File: src/rtl/cordic_pkg.sv
// Shared constants and float field layout for the cosine CORDIC datapath.
package cordic_pkg;

    localparam int FIX_W     = 21;
    localparam int FRAC_W    = 20;
    localparam int ACC_W     = 32;
    localparam int FP_BIAS   = 127;
    localparam int FP_EXP_W  = 8;
    localparam int FP_MANT_W = 23;

    typedef struct packed {
        logic                 sign;
        logic [FP_EXP_W-1:0]  expo;
        logic [FP_MANT_W-1:0] mant;
    } fp32_t;

endpackage

File: src/rtl/fx2fp_out_stage_if.sv
// Term input stream and float result stream of the fixed-to-float output stage.
// master: the producer/consumer side, slave: the conversion stage itself.
interface fx2fp_out_stage_if #(
    parameter int FIX_W = 21
);

    logic             in_valid;
    logic             in_ready;
    logic [FIX_W-1:0] in_data;
    logic             in_last;
    logic             out_valid;
    logic             out_ready;
    logic [31:0]      result;

    modport master (
        output in_valid, in_data, in_last, out_ready,
        input  in_ready, out_valid, result
    );

    modport slave (
        input  in_valid, in_data, in_last, out_ready,
        output in_ready, out_valid, result
    );

endinterface

File: src/rtl/fx_lzc.sv
// Combinational leading-one detect: index of the most significant set bit.
// zero_o flags an all-zero input (lead_o is then 0 and meaningless).
module fx_lzc #(
    parameter int W     = 21,
    parameter int IDX_W = $clog2(W)
) (
    input  logic [W-1:0]     value_i,
    output logic [IDX_W-1:0] lead_o,
    output logic             zero_o
);

    // Scan upward so the highest set bit is the last one to win.
    always_comb begin
        lead_o = '0;
        zero_o = 1'b1;
        for (int i = 0; i < W; i++) begin
            if (value_i[i]) begin
                lead_o = IDX_W'(i);
                zero_o = 1'b0;
            end
        end
    end

endmodule

File: src/rtl/fx2fp_out_stage.sv
// Output stage of the cosine CORDIC: signed Q1.20 term -> IEEE-754 single,
// three stallable register stages (sign/magnitude, normalise, pack/round).
// Optional feature macro: FX2FP_ACCUM_EN sums a batch of terms (closed by
// in_last) in a Q11.20 accumulator before conversion.
module fx2fp_out_stage #(
    parameter int FIX_W = cordic_pkg::FIX_W,
    parameter int ACC_W = cordic_pkg::ACC_W
) (
    input logic              clock,
    input logic              aclr_n,
    input logic              clk_en,
    fx2fp_out_stage_if.slave bus
);

    import cordic_pkg::*;

`ifdef FX2FP_ACCUM_EN
    localparam int MAG_W = ACC_W;
`else
    localparam int MAG_W = FIX_W;
`endif
    localparam int P_W   = $clog2(MAG_W);
    localparam int EXT_W = MAG_W - 1 + FP_MANT_W + 2;

    logic                    out_valid_q, out_valid_d;
    logic [31:0]             result_q, result_d;
    logic                    stall, advance, accept, load_s1;
    logic signed [MAG_W-1:0] term;

    assign stall         = out_valid_q && !bus.out_ready;
    assign advance       = clk_en && !stall;
    assign accept        = clk_en && aclr_n && bus.in_valid && !stall;
    assign bus.in_ready  = !aclr_n || !stall;
    assign bus.out_valid = out_valid_q;
    assign bus.result    = result_q;

`ifdef FX2FP_ACCUM_EN
    logic signed [ACC_W-1:0] acc_q, acc_d;

    assign term    = acc_q + ACC_W'($signed(bus.in_data));
    assign load_s1 = accept && bus.in_last;

    // Running batch sum; the closing term hands the total to S1 and clears it.
    always_comb begin
        acc_d = acc_q;
        if (accept) begin
            acc_d = bus.in_last ? '0 : term;
        end
    end

    // Accumulator register.
    always_ff @(posedge clock) begin
        if (!aclr_n) acc_q <= '0;
        else         acc_q <= acc_d;
    end
`else
    assign term    = $signed(bus.in_data);
    assign load_s1 = accept;
`endif

    // ---------------- S1: sign and magnitude ----------------
    logic             s1_valid_q, s1_valid_d;
    logic             s1_sign_q, s1_sign_d;
    logic [MAG_W-1:0] s1_mag_q, s1_mag_d;

    // Magnitude keeps full width so the most negative term does not overflow.
    always_comb begin
        s1_valid_d = load_s1;
        s1_sign_d  = term[MAG_W-1];
        s1_mag_d   = s1_sign_d ? $unsigned(-term) : $unsigned(term);
    end

    // S1 register, held while the output is stalled or clk_en is low.
    always_ff @(posedge clock) begin
        if (!aclr_n) begin
            s1_valid_q <= 1'b0;
            s1_sign_q  <= 1'b0;
            s1_mag_q   <= '0;
        end else if (advance) begin
            s1_valid_q <= s1_valid_d;
            s1_sign_q  <= s1_sign_d;
            s1_mag_q   <= s1_mag_d;
        end
    end

    // ---------------- S2: leading-one detect and normalise ----------------
    logic [P_W-1:0]   lead;
    logic             mag_zero;
    logic             s2_valid_q, s2_sign_q, s2_zero_q;
    logic [P_W-1:0]   s2_lead_q;
    logic [MAG_W-2:0] s2_frac_q, s2_frac_d;

    fx_lzc #(.W(MAG_W)) u_lzc (
        .value_i (s1_mag_q),
        .lead_o  (lead),
        .zero_o  (mag_zero)
    );

    // Shift the leading one up to the top and keep only the bits below it.
    always_comb begin
        s2_frac_d = (MAG_W-1)'(s1_mag_q << (P_W'(MAG_W - 1) - lead));
    end

    // S2 register.
    always_ff @(posedge clock) begin
        if (!aclr_n) begin
            s2_valid_q <= 1'b0;
            s2_sign_q  <= 1'b0;
            s2_zero_q  <= 1'b1;
            s2_lead_q  <= '0;
            s2_frac_q  <= '0;
        end else if (advance) begin
            s2_valid_q <= s1_valid_q;
            s2_sign_q  <= s1_sign_q;
            s2_zero_q  <= mag_zero;
            s2_lead_q  <= lead;
            s2_frac_q  <= s2_frac_d;
        end
    end

    // ---------------- S3: pack, round to nearest even ----------------
    logic [EXT_W-1:0]     ext;
    logic [FP_MANT_W-1:0] mant_raw;
    logic                 guard, sticky, round_up;
    logic [FP_MANT_W:0]   mant_sum;
    logic [FP_EXP_W-1:0]  exp_base;
    fp32_t                fp_d;

    // Zero magnitude packs to +0; a mantissa carry bumps the exponent.
    always_comb begin
        ext      = {s2_frac_q, {(FP_MANT_W + 2){1'b0}}};
        mant_raw = ext[EXT_W-1 -: FP_MANT_W];
        guard    = ext[EXT_W-1-FP_MANT_W];
        sticky   = |ext[EXT_W-2-FP_MANT_W:0];
        round_up = guard && (sticky || mant_raw[0]);
        mant_sum = {1'b0, mant_raw} + {{FP_MANT_W{1'b0}}, round_up};
        exp_base = FP_EXP_W'(FP_BIAS - FRAC_W + int'(s2_lead_q));
        fp_d     = '0;
        if (!s2_zero_q) begin
            fp_d.sign = s2_sign_q;
            fp_d.expo = exp_base + {{(FP_EXP_W-1){1'b0}}, mant_sum[FP_MANT_W]};
            fp_d.mant = mant_sum[FP_MANT_W-1:0];
        end
    end

    // Bubbles clear out_valid but leave the last float on result.
    always_comb begin
        out_valid_d = s2_valid_q;
        result_d    = s2_valid_q ? fp_d : result_q;
    end

    // Output register.
    always_ff @(posedge clock) begin
        if (!aclr_n) begin
            out_valid_q <= 1'b0;
            result_q    <= '0;
        end else if (advance) begin
            out_valid_q <= out_valid_d;
            result_q    <= result_d;
        end
    end

endmodule

File: src/flat_wrapper.sv
// flat-port wrapper written by rule: the top's interface ports become plain ports
module fx2fp_out_stage_flat import cordic_pkg::*;
#(
    parameter int FIX_W = cordic_pkg::FIX_W,
    parameter int ACC_W = cordic_pkg::ACC_W
)
  (clock, aclr_n, clk_en, bus_in_valid, bus_in_data, bus_in_last, bus_out_ready, bus_in_ready, bus_out_valid, bus_result);
  fx2fp_out_stage_if #(.FIX_W(FIX_W)) bus_i ();
  input logic clock;
  input logic aclr_n;
  input logic clk_en;
  input wire logic [$bits(bus_i.in_valid)-1:0] bus_in_valid;
  input wire logic [$bits(bus_i.in_data)-1:0] bus_in_data;
  input wire logic [$bits(bus_i.in_last)-1:0] bus_in_last;
  input wire logic [$bits(bus_i.out_ready)-1:0] bus_out_ready;
  output wire logic [$bits(bus_i.in_ready)-1:0] bus_in_ready;
  output wire logic [$bits(bus_i.out_valid)-1:0] bus_out_valid;
  output wire logic [$bits(bus_i.result)-1:0] bus_result;
  assign bus_i.in_valid = bus_in_valid;
  assign bus_i.in_data = bus_in_data;
  assign bus_i.in_last = bus_in_last;
  assign bus_i.out_ready = bus_out_ready;
  assign bus_in_ready = bus_i.in_ready;
  assign bus_out_valid = bus_i.out_valid;
  assign bus_result = bus_i.result;
  fx2fp_out_stage #(.FIX_W(FIX_W), .ACC_W(ACC_W)) u_core (.clock(clock), .aclr_n(aclr_n), .clk_en(clk_en), .bus(bus_i));
endmodule
File: config.mk
export PLATFORM = sky130hd
export DESIGN_NAME = fx2fp_out_stage_flat
export DESIGN_NICKNAME = d
export VERILOG_FILES = /design/src/rtl/cordic_pkg.sv /design/src/rtl/fx2fp_out_stage_if.sv /design/src/rtl/fx_lzc.sv /design/src/rtl/fx2fp_out_stage.sv /design/src/flat_wrapper.sv
export SDC_FILE = /design/constraint.sdc
export NUM_CORES = 1
export LEC_CHECK = 0
export ABC_AREA = 1
export ABC_CLOCK_PERIOD_IN_PS = 2800
export BUFFER_PORTS_ARGS = -buffer_cell sky130_fd_sc_hd__buf_2
export CAP_MARGIN = 20
export CORE_MARGIN = 4
export CORE_UTILIZATION = 52
export DETAILED_ROUTE_END_ITERATION = 8
export PLACE_DENSITY_LB_ADDON = 0.3
export SLEW_MARGIN = 25
export SYNTH_ARGS = -nofsm -noshare
export SYNTH_HDL_FRONTEND = slang
export SYNTH_HIERARCHICAL = 1
export SYNTH_SLANG_ARGS = --single-unit
File: constraint.sdc
create_clock -name clock -period 2.8 [get_ports clock]
set_input_delay 0.14 -clock clock [delete_from_list [all_inputs] [get_ports clock]]
set_output_delay 0.14 -clock clock [all_outputs]
set_load 0.01 [all_outputs]
# Word level (Yosys, flattened, before mapping)
# Cells that the tools add are included.
dict set report op_classes {
  addsub 3
  n_shift 1
  n_mux 43
  reduce_logical 10
}
# operator n
set ops {}
lappend ops {{$mux W5} 19}
lappend ops {{$mux W32} 1}
lappend ops {{$mux W1} 22}
lappend ops {{$mux W21} 1}
lappend ops {{$neg A21 Y21} 1}
lappend ops {{$shl A21 B5 Y20} 1}
lappend ops {{$add A7 B5 Y8 const A} 1}
lappend ops {{$logic_and A1 B1 Y1} 5}
lappend ops {{$sub A5 B5 Y5 const A} 1}
lappend ops {{$logic_not A1 Y1} 3}
lappend ops {{$reduce_and A2 Y1} 1}
lappend ops {{$logic_or A1 B1 Y1} 1}
dict set report totals {
  ff_bits 84
  output_inout_bits 34
}

# Depth between registers and ports, before layout
# Gate-level depths: netlist (run 1).
dict set report depth {
  ltp_word 22
  mapped_depth 32
}

# Hierarchy
# The synthesis (run 1) kept the hierarchy.
# mod n_inst cells_each area_each_um2 seq_area_each_um2
set by_module_without_submodules {}
lappend by_module_without_submodules {fx2fp_out_stage 1 669 4314.1 1621.6}
lappend by_module_without_submodules {fx_lzc 1 62 271.5 0.0}

# Worst setup path before layout (run 1)
# Ideal clock, no wire load.
dict set report synth_path {
  kind {register to register}
  from {reg u_core.s1_mag_q[3]}
  to {reg u_core.s2_frac_q[16]}
  setup_time_ps 117
  t_arrival_ps 2742
  required_ps 2683
  path_slack_ps -59
  stages_incl_launch_ff 31
  n_path_buf 2
  synth_period_minus_slack_ps 2859
  cell_sequence {dfxtp_1 > inv_2 > nand2_1 > nand2_1 > nand2_1 > nand2_1 > nand2_1 > nand2_1 > nand2_1 > nand2_1 > nand2_1 > nand2_1 > nand2_1 > nand2_1 > nand2_1 > nand2_1 > nand2_1 > nand2_1 > a21oi_2 > inv_1 > buf_2 > ha_1 > clkinv_1 > clkbuf_1 > nand3_1 > nand3_1 > nand2_1 > nand2_1 > nand2_1 > a21oi_1 > nor2_1}
}
dict set report synth_via {
  elab_chain_cells 20
}
# item line
set synth_rtl {}
lappend synth_rtl {{from (decl)} fx2fp_out_stage.sv:64} ;# logic [MAG_W-1:0] s1_mag_q, s1_mag_d;
lappend synth_rtl {{from (signal assigned)} fx2fp_out_stage.sv:82} ;# s1_mag_q <= s1_mag_d;
lappend synth_rtl {{$mux W5 (18 in a row)} fx_lzc.sv:17} ;# if (value_i[i]) begin
lappend synth_rtl {{named net u_core.lead[0]} fx2fp_out_stage.sv:87} ;# logic [P_W-1:0] lead;
lappend synth_rtl {{$sub A5 B5 Y5} fx2fp_out_stage.sv:101} ;# s2_frac_d = (MAG_W-1)'(s1_mag_q << (P_W'(MAG_W - 1) - lead));
lappend synth_rtl {{$shl A21 B5 Y20} fx2fp_out_stage.sv:101}
lappend synth_rtl {{to (signal assigned)} fx2fp_out_stage.sv:117} ;# s2_frac_q <= s2_frac_d;
lappend synth_rtl {{to (decl)} fx2fp_out_stage.sv:91} ;# logic [MAG_W-2:0] s2_frac_q, s2_frac_d;
# The timed path passes the listed nets, and every way through them passes these cells.
# A chain may end at the register's enable or synchronous reset.

# Worst setup path after layout (run 1)
dict set report layout_path {
  from {reg u_core.s1_mag_q[2]}
  to {reg u_core.s2_frac_q[10]}
}
dict set report layout_via {
  elab_chain_cells 21
}
# item line
set layout_rtl {}
lappend layout_rtl {{$mux W5 (19 in a row)} fx_lzc.sv:17}
lappend layout_rtl {{named net u_core.lead[0]} fx2fp_out_stage.sv:87}
lappend layout_rtl {{$sub A5 B5 Y5} fx2fp_out_stage.sv:101}
lappend layout_rtl {{$shl A21 B5 Y20} fx2fp_out_stage.sv:101}
# The timed path passes the listed nets, and every way through them passes these cells.

==> results.md, run 1 <==
- Critical path startpoint category: flop
- Mapped Cells: 731
- First-pass GRT wire length: 19840 um
- Synth Area in Simple Gates: 0.3779
- Placer Congestion: 0.9599
- Nets: 815
- Reg2Reg Depth: 28
- Post-synthesis adder-cell area fraction: 0.008186
- Vias in the first global route: 4468
- Detail Route Antenna Nets: 0
- Dpl cell area: 0.004991 sq mm
- Clock Pin Slew Worst Setup and Hold Paths: 0.09 ns
- Buffers on Ports: 56
- 1st-iter DRT viols: 444
- Max-slew violations: 0
- Compound-Gate Fraction of Synth Area: 0.1356
- CTS root buffer: clkbuf_8
- Final instance area: 0.005593 sq mm
- Initial antenna violation count: 0
- Slew margin rel.: 0.3830
- Worst r2r src: u_core/s1_mag_q[2]
- Ant. Diodes: 0
- Ratio of cells with drive above 1 in the final layout: 0.2190
- CTS sink cnt: 81
- Syn_area_per_cell: 6.273 sq um
- RR Endpoint: u_core/s2_frac_q[10]
- Leak: 2.524 nW
- Drt pass-1 iters: 6
- Final WS setup: 0.06167 ns
- Crit Path Category: flop to flop
- YS warnings: 6
- Flops & latches, synth: 81
- CP most frequent cell: nand2_1
- Starting Density: 0.5471
- Synth top cells by count: 238 x nand2_1, 100 x nand3_1, 81 x dfxtp_1
- Unrepaired setup endpoints after global routing: yes
- Avg WL per Cell: 14.32 um
- Minimum clock period: 2.738 ns
- Most common cell in the netlist: nand2_1
- Fin Clk Skew: 0.008753 ns
- Multiplexer share of the synthesized area: 0
- Post-synth EDFFs: 0
- Remaining DRCs: 0
- Util after Layout: 0.6673
- Largest net degree at the start of global routing: 55
- I/O pins: 61
- Worst Hold Margin: 0.03737 ns
- Overflow after GRT: 0
- CP peak stage delay: 0.33 ns
- Die width: 101.9 um
- Critical-path top delay cell: dfxtp_2
- Asr flop ratio synth: 0
- Worst VDD drop: 0.3880 mV
- TritonCTS clock tree: done
- Die area: 0.01038 sq mm
- Max Freq: 365.2 MHz
- Drt total wl: 12820 um
- Critical path peak fanout: 5
- Sum Neg Setup Slack: 0 ns
- Yosys cell types: 35
- Hold_sp: bus_in_valid
- Yosys top cell area share: 0.3536
- Cell taking the most area after synthesis: dfxtp_1
- Via/cell ratio: 5.600
- Core area: 0.008382 sq mm
- Chip Height: 101.9 um
- Final period utilization: 0.9780
- Row cnt: 33
- Worst skew pair latency: 0.36 ns
- CTS max path bufs: 2
- Setup slack, reg-to-reg: 0.06 ns
- Hold depth: 3
- Least-Margin Pin Slew: 0.9241 ns
- Top FF cell, synth: dfxtp_1
- Worst EP arrival: 2.94 ns
- H-tree depth: 3
- Power per standard cell area: 673.2 mW/mm^2
- Fill cells: 760
- Post-Synth XOR/XNOR Area: 0.03383
- Placement Setup Slack: 0.06318 ns
- Worst Hold Class: input pin to flop
- Max Cap Violations: 0
- Hold endpoint: u_core/s1_valid_q
- Final Hold Vio Count: 0
- Worst setup EP type: flop
- CP required: 3.00 ns
- DPL Wire Length: 8665 um
- Synth-to-layout area growth: 21.96%
- Largest family of logic cells by synthesized area: simple AND/OR/NAND/NOR gates
- Total number of vias: 5012
- CTS Hold Bufs: 0
- Status: finished clean
- Tot GR Track Use: 0.2343
- Total CTS buffers: 9
- Crit path from: u_core/s1_mag_q[2]
- Synthesized area: 0.004586 sq mm
- Top post-synthesis cells by area: dfxtp_1 35%, nand2_1 19%, nand3_1 11%
- Seq/Total Area, Yosys: 0.3536
- Final Setup Violations: 0
## layer usage
metal	track usage	vias up	wire length [um]
met5	0	-	0
met4	0.07972	0	328
met3	0.04027	43	911
met2	0.4019	209	6349
met1	0.2986	2284	5226
li1	-	2476	-
## cell families after synthesis
family          after synthesis
xor+xnor                     16
simple gates                415
flops                        81
compound gates              118
fa+ha+maj                     3
other cells                   1
buf+inv                      97
## power by group
part | switching [mW] | total (mW) | internal, mW | leakage [nW]
Sequential | 0.0569 | 1.29 | 1.23 | 0.663
Clock | 0.439 | 0.854 | 0.415 | 0.0964
Combinational | 0.998 | 1.62 | 0.626 | 1.76
Total | 1.49 | 3.77 | 2.27 | 2.52
## critical path, delay by kind of cell, from the launching register on
kind,cells,cell delay (ns)
compound gates,3,0.42
fa+ha+maj,1,0.28
buf+inv,4,0.34
flops,1,0.33
simple gates,20,1.23
## worst max-delay path by stage
stage | to | slack (ns) | cells after the start
2_1_floorplan | u_core/s2_frac_q[16] | 0.06 | 30
3_3_place_gp | u_core/s2_frac_q[17] | 0.12 | 28
3_5_place_dp | u_core/s2_frac_q[8] | 0.06 | 28
4_1_cts | u_core/s2_frac_q[8] | 0.03 | 28
5_1_grt | u_core/s2_frac_q[15] | -0.23 | 29
6_report | u_core/s2_frac_q[10] | 0.06 | 28
## area by class of cell
| type | instances | area [sq um] | share of cell area |
|---|---|---|---|
| Tap cell | 105 | 131.4 | 0.02349 |
| Multi-Input combinational cell | 555 | 2843 | 0.5083 |
| Clock inverter | 6 | 68.82 | 0.01230 |
| Sequential cell | 81 | 1625 | 0.2906 |
| Inverter | 58 | 246.5 | 0.04407 |
| Clock buffer | 10 | 127.6 | 0.02282 |
| Timing Repair Buffer | 80 | 550.5 | 0.09843 |
## through the flow
step / cells / power [mW]
global placement: 874 / 2.502
floorplan: 733 / 2.181
finish: 895 / 3.765
global route: 895 / 3.967
detailed placement: 874 / 2.524
CTS: 890 / 3.369
## cell usage in the layout, fill, tap and decap left out, drive strengths merged, types with 2 or more instances in the layout
| master | synthesis | routed |
|---|---|---|
| nand2 | 239 | 239 |
| nand3 | 101 | 101 |
| dfxtp | 81 | 81 |
| buf | 17 | 78 |
| a21oi | 74 | 74 |
| nor2 | 61 | 61 |
| inv | 55 | 56 |
| o21ai | 34 | 34 |
| xor2 | 14 | 14 |
| clkbuf | 22 | 12 |
| nand4 | 7 | 7 |
| clkinv | 2 | 5 |
| o211ai | 4 | 4 |
| a31oi | 3 | 3 |
| conb | 1 | 3 |
| nor4 | 3 | 3 |
| ha | 3 | 3 |
| a2bb2oi | 2 | 2 |
| bufinv | 1 | 2 |
| xnor2 | 2 | 2 |
| or2 | 2 | 2 |
## state kept, by name, summed over array words and instances (netlist names)
register and flops:
u_core/bus.out_valid 1, u_core/bus.result 29, u_core/out_valid_d 1, u_core/s1_mag_q 21
u_core/s1_sign_q 1, u_core/s1_valid_q 1, u_core/s2_frac_q 20, u_core/s2_lead_q 5
u_core/s2_sign_q 1, u_core/s2_zero_q 1
## what timing repair did
| item | CTS | global route |
|---|---|---|
| setup endpoints to repair | 0 | 20 |
| gates resized for setup | 0 | 86 |
| buffers inserted | 0 | 2 |
No activity file was read; power rests on OpenSTA's default activity.
==> inputs of run 2 (changes only) <==
--- a/config.mk
+++ b/config.mk
@@ -6,15 +6,15 @@
 export NUM_CORES = 1
 export LEC_CHECK = 0
 export ABC_AREA = 1
-export ABC_CLOCK_PERIOD_IN_PS = 2800
+export ABC_CLOCK_PERIOD_IN_PS = 3100
 export BUFFER_PORTS_ARGS = -buffer_cell sky130_fd_sc_hd__buf_2
 export CAP_MARGIN = 20
 export CORE_MARGIN = 4
-export CORE_UTILIZATION = 52
+export CORE_UTILIZATION = 58
 export DETAILED_ROUTE_END_ITERATION = 8
 export PLACE_DENSITY_LB_ADDON = 0.3
+export SETUP_SLACK_MARGIN = 0.02
 export SLEW_MARGIN = 25
 export SYNTH_ARGS = -nofsm -noshare
 export SYNTH_HDL_FRONTEND = slang
-export SYNTH_HIERARCHICAL = 1
 export SYNTH_SLANG_ARGS = --single-unit
==> constraint.sdc (replaced) <==
create_clock -name clock -period 3.1 [get_ports clock]
set_input_delay 0.155 -clock clock [delete_from_list [all_inputs] [get_ports clock]]
set_output_delay 0.155 -clock clock [all_outputs]
set_load 0.01 [all_outputs]
==> run 2 against run 1 <==
Power fell by 20%. Die area fell by 11%. Synthesized area fell by 1.9%. Sequential power fell by 9%. Sequential cell count did not move. Critical path depth did not move. Critical path type unchanged. Non-clock buffer count fell by 8. Setup slack improved by 0.37 ns. Fmax rose by 2.6%.
==> results.md, run 2 <==
- Worst EP arrival: 2.96 ns (was 2.94 ns)
- CTS max path bufs: 2 (unchanged)
- Yosys top cell area share: 0.3605 (was 0.3536)
- Max Freq: 374.9 MHz (was 365.2 MHz)
- Worst r2r src: u_core.s1_mag_q[2] (was u_core/s1_mag_q[2])
- Status: finished clean (unchanged)
- Setup slack, reg-to-reg: 0.43 ns (was 0.06 ns)
- Crit Path Category: flop to flop (unchanged)
- Reg2Reg Depth: 28 (unchanged)
- Remaining DRCs: 0 (unchanged)
- Ratio of cells with drive above 1 in the final layout: 0.1555 (was 0.2190)
- Clock Pin Slew Worst Setup and Hold Paths: 0.09 ns (about the same)
- Sum Neg Setup Slack: 0 ns (unchanged)
- First-pass GRT wire length: 19460 um (was 19840 um)
- Via/cell ratio: 5.550 (was 5.600)
- Detail Route Antenna Nets: 0 (unchanged)
- Largest net degree at the start of global routing: 40 (was 55)
- Placer Congestion: 0.9103 (was 0.9599)
- Nets: 771 (was 815)
- Vias in the first global route: 4312 (was 4468)
- Final Setup Violations: 0 (unchanged)
- I/O pins: 61 (unchanged)
- Drt pass-1 iters: 5 (was 6)
- Total CTS buffers: 9 (unchanged)
- CP peak stage delay: 0.37 ns (was 0.33 ns)
- Row cnt: 31 (was 33)
- RR Endpoint: u_core.s2_frac_q[10] (was u_core/s2_frac_q[10])
- Overflow after GRT: 0 (unchanged)
- Final Hold Vio Count: 0 (unchanged)
- Avg WL per Cell: 13.69 um (was 14.32 um)
- Worst VDD drop: 0.3451 mV (was 0.3880 mV)
- Tot GR Track Use: 0.2663 (was 0.2343)
- H-tree depth: 3 (unchanged)
- Core area: 0.007408 sq mm (was 0.008382 sq mm)
- Die width: 96.07 um (was 101.9 um)
- Worst setup EP type: flop (unchanged)
- Initial antenna violation count: 0 (unchanged)
- Synth-to-layout area growth: 13.71% (was 21.96%)
- DPL Wire Length: 8464 um (was 8665 um)
- Chip Height: 96.07 um (was 101.9 um)
- Synthesized area: 0.004498 sq mm (was 0.004586 sq mm)
- TritonCTS clock tree: done (unchanged)
- WP buf/inv: 4 (unchanged)
- Max Cap Violations: 0 (unchanged)
- Unrepaired setup endpoints after global routing: no (was yes)
- Worst Hold Class: input pin to flop (unchanged)
- Top FF cell, synth: dfxtp_1 (unchanged)
- CTS sink cnt: 81 (unchanged)
- Starting Density: 0.6072 (was 0.5471)
- Final period utilization: 0.8605 (was 0.9780)
- Max FFs per register: 29 (unchanged)
- Critical path peak fanout: 19 (was 5)
- Die area: 0.009228 sq mm (was 0.01038 sq mm)
- Power per standard cell area: 590.2 mW/mm^2 (was 673.2 mW/mm^2)
- Flops & latches, synth: 81 (unchanged)
- Ant. Diodes: 0 (unchanged)
- Hold depth: 3 (unchanged)
- CP required: 3.39 ns (was 3.00 ns)
- Hold_sp: bus_in_valid (unchanged)
- Syn_area_per_cell: 6.444 sq um (was 6.273 sq um)
- Mapped Cells: 698 (was 731)
- Most common cell in the netlist: nand2_1 (unchanged)
- Fin Clk Skew: 0.01029 ns (was 0.008753 ns)
- Drt total wl: 11570 um (was 12820 um)
- Seq/Total Area, Yosys: 0.3605 (was 0.3536)
- YS warnings: 0 (was 6)
- Hold endpoint: u_core.s1_valid_q (was u_core/s1_valid_q)
- 1st-iter DRT viols: 376 (was 444)
- Critical path startpoint category: flop (unchanged)
- Critical-path top delay cell: dfxtp_4 (was dfxtp_2)
- CTS root buffer: clkbuf_8 (unchanged)
- Total power draw: 3.019 mW (was 3.765 mW)
- Worst skew pair latency: 0.36 ns (about the same)
- CP most frequent cell: nand2_1 (unchanged)
- Buffers on Ports: 56 (unchanged)
- Synth top cells by count: 190 x nand2_1, 97 x nand3_1, 81 x dfxtp_1 (was 238 x nand2_1, 100 x nand3_1, 81 x dfxtp_1)
- Total number of vias: 4690 (was 5012)
- Cell taking the most area after synthesis: dfxtp_1 (unchanged)
- CTS Hold Bufs: 0 (unchanged)
- Max-slew violations: 0 (unchanged)
- Asr flop ratio synth: 0 (unchanged)
- Commonest non-fill, non-tap cell in the layout: nand2_1 (unchanged)
- Leak: 2.358 nW (was 2.524 nW)
- Minimum clock period: 2.668 ns (was 2.738 ns)
- Yosys cell types: 39 (was 35)
- Least-Margin Pin Slew: 0.8893 ns (was 0.9241 ns)
- Post-synth EDFFs: 0 (unchanged)
- Top Family by Delay on Critical Path: simple AND/OR/NAND/NOR gates (unchanged)
- Commonest cells after routing, fill and taps aside: 189 x nand2_1, 97 x nand3_1, 77 x dfxtp_1, 71 x a21oi_1, 62 x inv_1 (was 229 x nand2_1, 78 x dfxtp_1, 72 x nand3_1, 65 x a21oi_1, 56 x buf_2)
- Top post-synthesis cells by area: dfxtp_1 36%, nand2_1 16%, nand3_1 11% (was dfxtp_1 35%, nand2_1 19%, nand3_1 11%)
- Slew margin rel.: 0.4065 (was 0.3830)
run 2: worst max-delay path by stage:
stage | startpoint | end | depth (start not counted)
6_report | u_core.s1_mag_q[2] | u_core.s2_frac_q[10] | 28
5_1_grt | u_core.s1_mag_q[2] | u_core.s2_frac_q[18] | 31
4_1_cts | u_core.s1_mag_q[3] | u_core.s2_frac_q[16] | 28
3_5_place_dp | u_core.s1_mag_q[3] | u_core.s2_frac_q[16] | 28
3_3_place_gp | u_core.s1_mag_q[3] | u_core.s2_frac_q[16] | 28
2_1_floorplan | u_core.s1_mag_q[3] | u_core.s2_frac_q[11] | 27
run 2: power by group:
part | internal, mW | switching, mW | leakage, nW
Clock | 0.379 | 0.418 | 0.100
Combinational | 0.366 | 0.676 | 1.59
Sequential | 1.12 | 0.0593 | 0.665
Total | 1.87 | 1.15 | 2.36
run 2: final cells by class:
| class | instances | area, sq um |
|---|---|---|
| Multi-Input combinational cell | 508 | 2471 |
| Fill cell | 721 | 2293 |
| Sequential cell | 81 | 1629 |
| Timing Repair Buffer | 72 | 420.4 |
| Inverter | 69 | 269.0 |
| Clock buffer | 9 | 123.9 |
| Tap cell | 99 | 123.9 |
| Clock inverter | 7 | 77.57 |
run 2: timing repair:
action	in CTS	in global routing
endpoints found under the setup margin	0	20
resized for setup	0	29
setup buffers	0	2
run 2: cells by family (layout without fill, tap and decap cells):
logic type	count (synthesis)	count (layout)	synth area share
and+or+nand+nor	358	358	0.3438
AOI/OAI and AO/OA	132	132	0.1624
buffers and inverters	111	157	0.1007
DFF	81	81	0.3605
xor gates and xnor gates	12	12	0.02337
adders and majority gates	3	3	0.008346
other	1	3	0.0008337
run 2: metal layers:
metal	routed length, um	vias up	global-route usage
met5	0	-	0
met4	192	0	0.08175
met3	687	18	0.04691
met2	5524	151	0.4485
met1	5165	2141	0.3454
li1	-	2380	-
run 2: worst register-to-register path, delay by kind of cell, from the launching register on:
family          cells  cell delay (ns)
compound gates      2             0.30
fa+ha+maj           1             0.30
buf+inv             4             0.36
flops               1             0.37
simple gates       21             1.27
run 2: per-stage QoR:
step / instances / worst slack, ns / utilization / instance area [sq um] / hold WS (ns)
after floorplan: 700 / 0.3613 / - / 4506 / 0.3159
after global placement: 827 / 0.2617 / 0.6511 / 4823 / 0.4052
after global routing: 845 / 0.03285 / 0.6904 / 5115 / 0.08208
after CTS: 843 / 0.2066 / 0.6783 / 5025 / 0.07238
final: 845 / 0.4324 / 0.6904 / 5115 / 0.07660
after detailed placement: 827 / 0.2296 / 0.6511 / 4823 / 0.4502
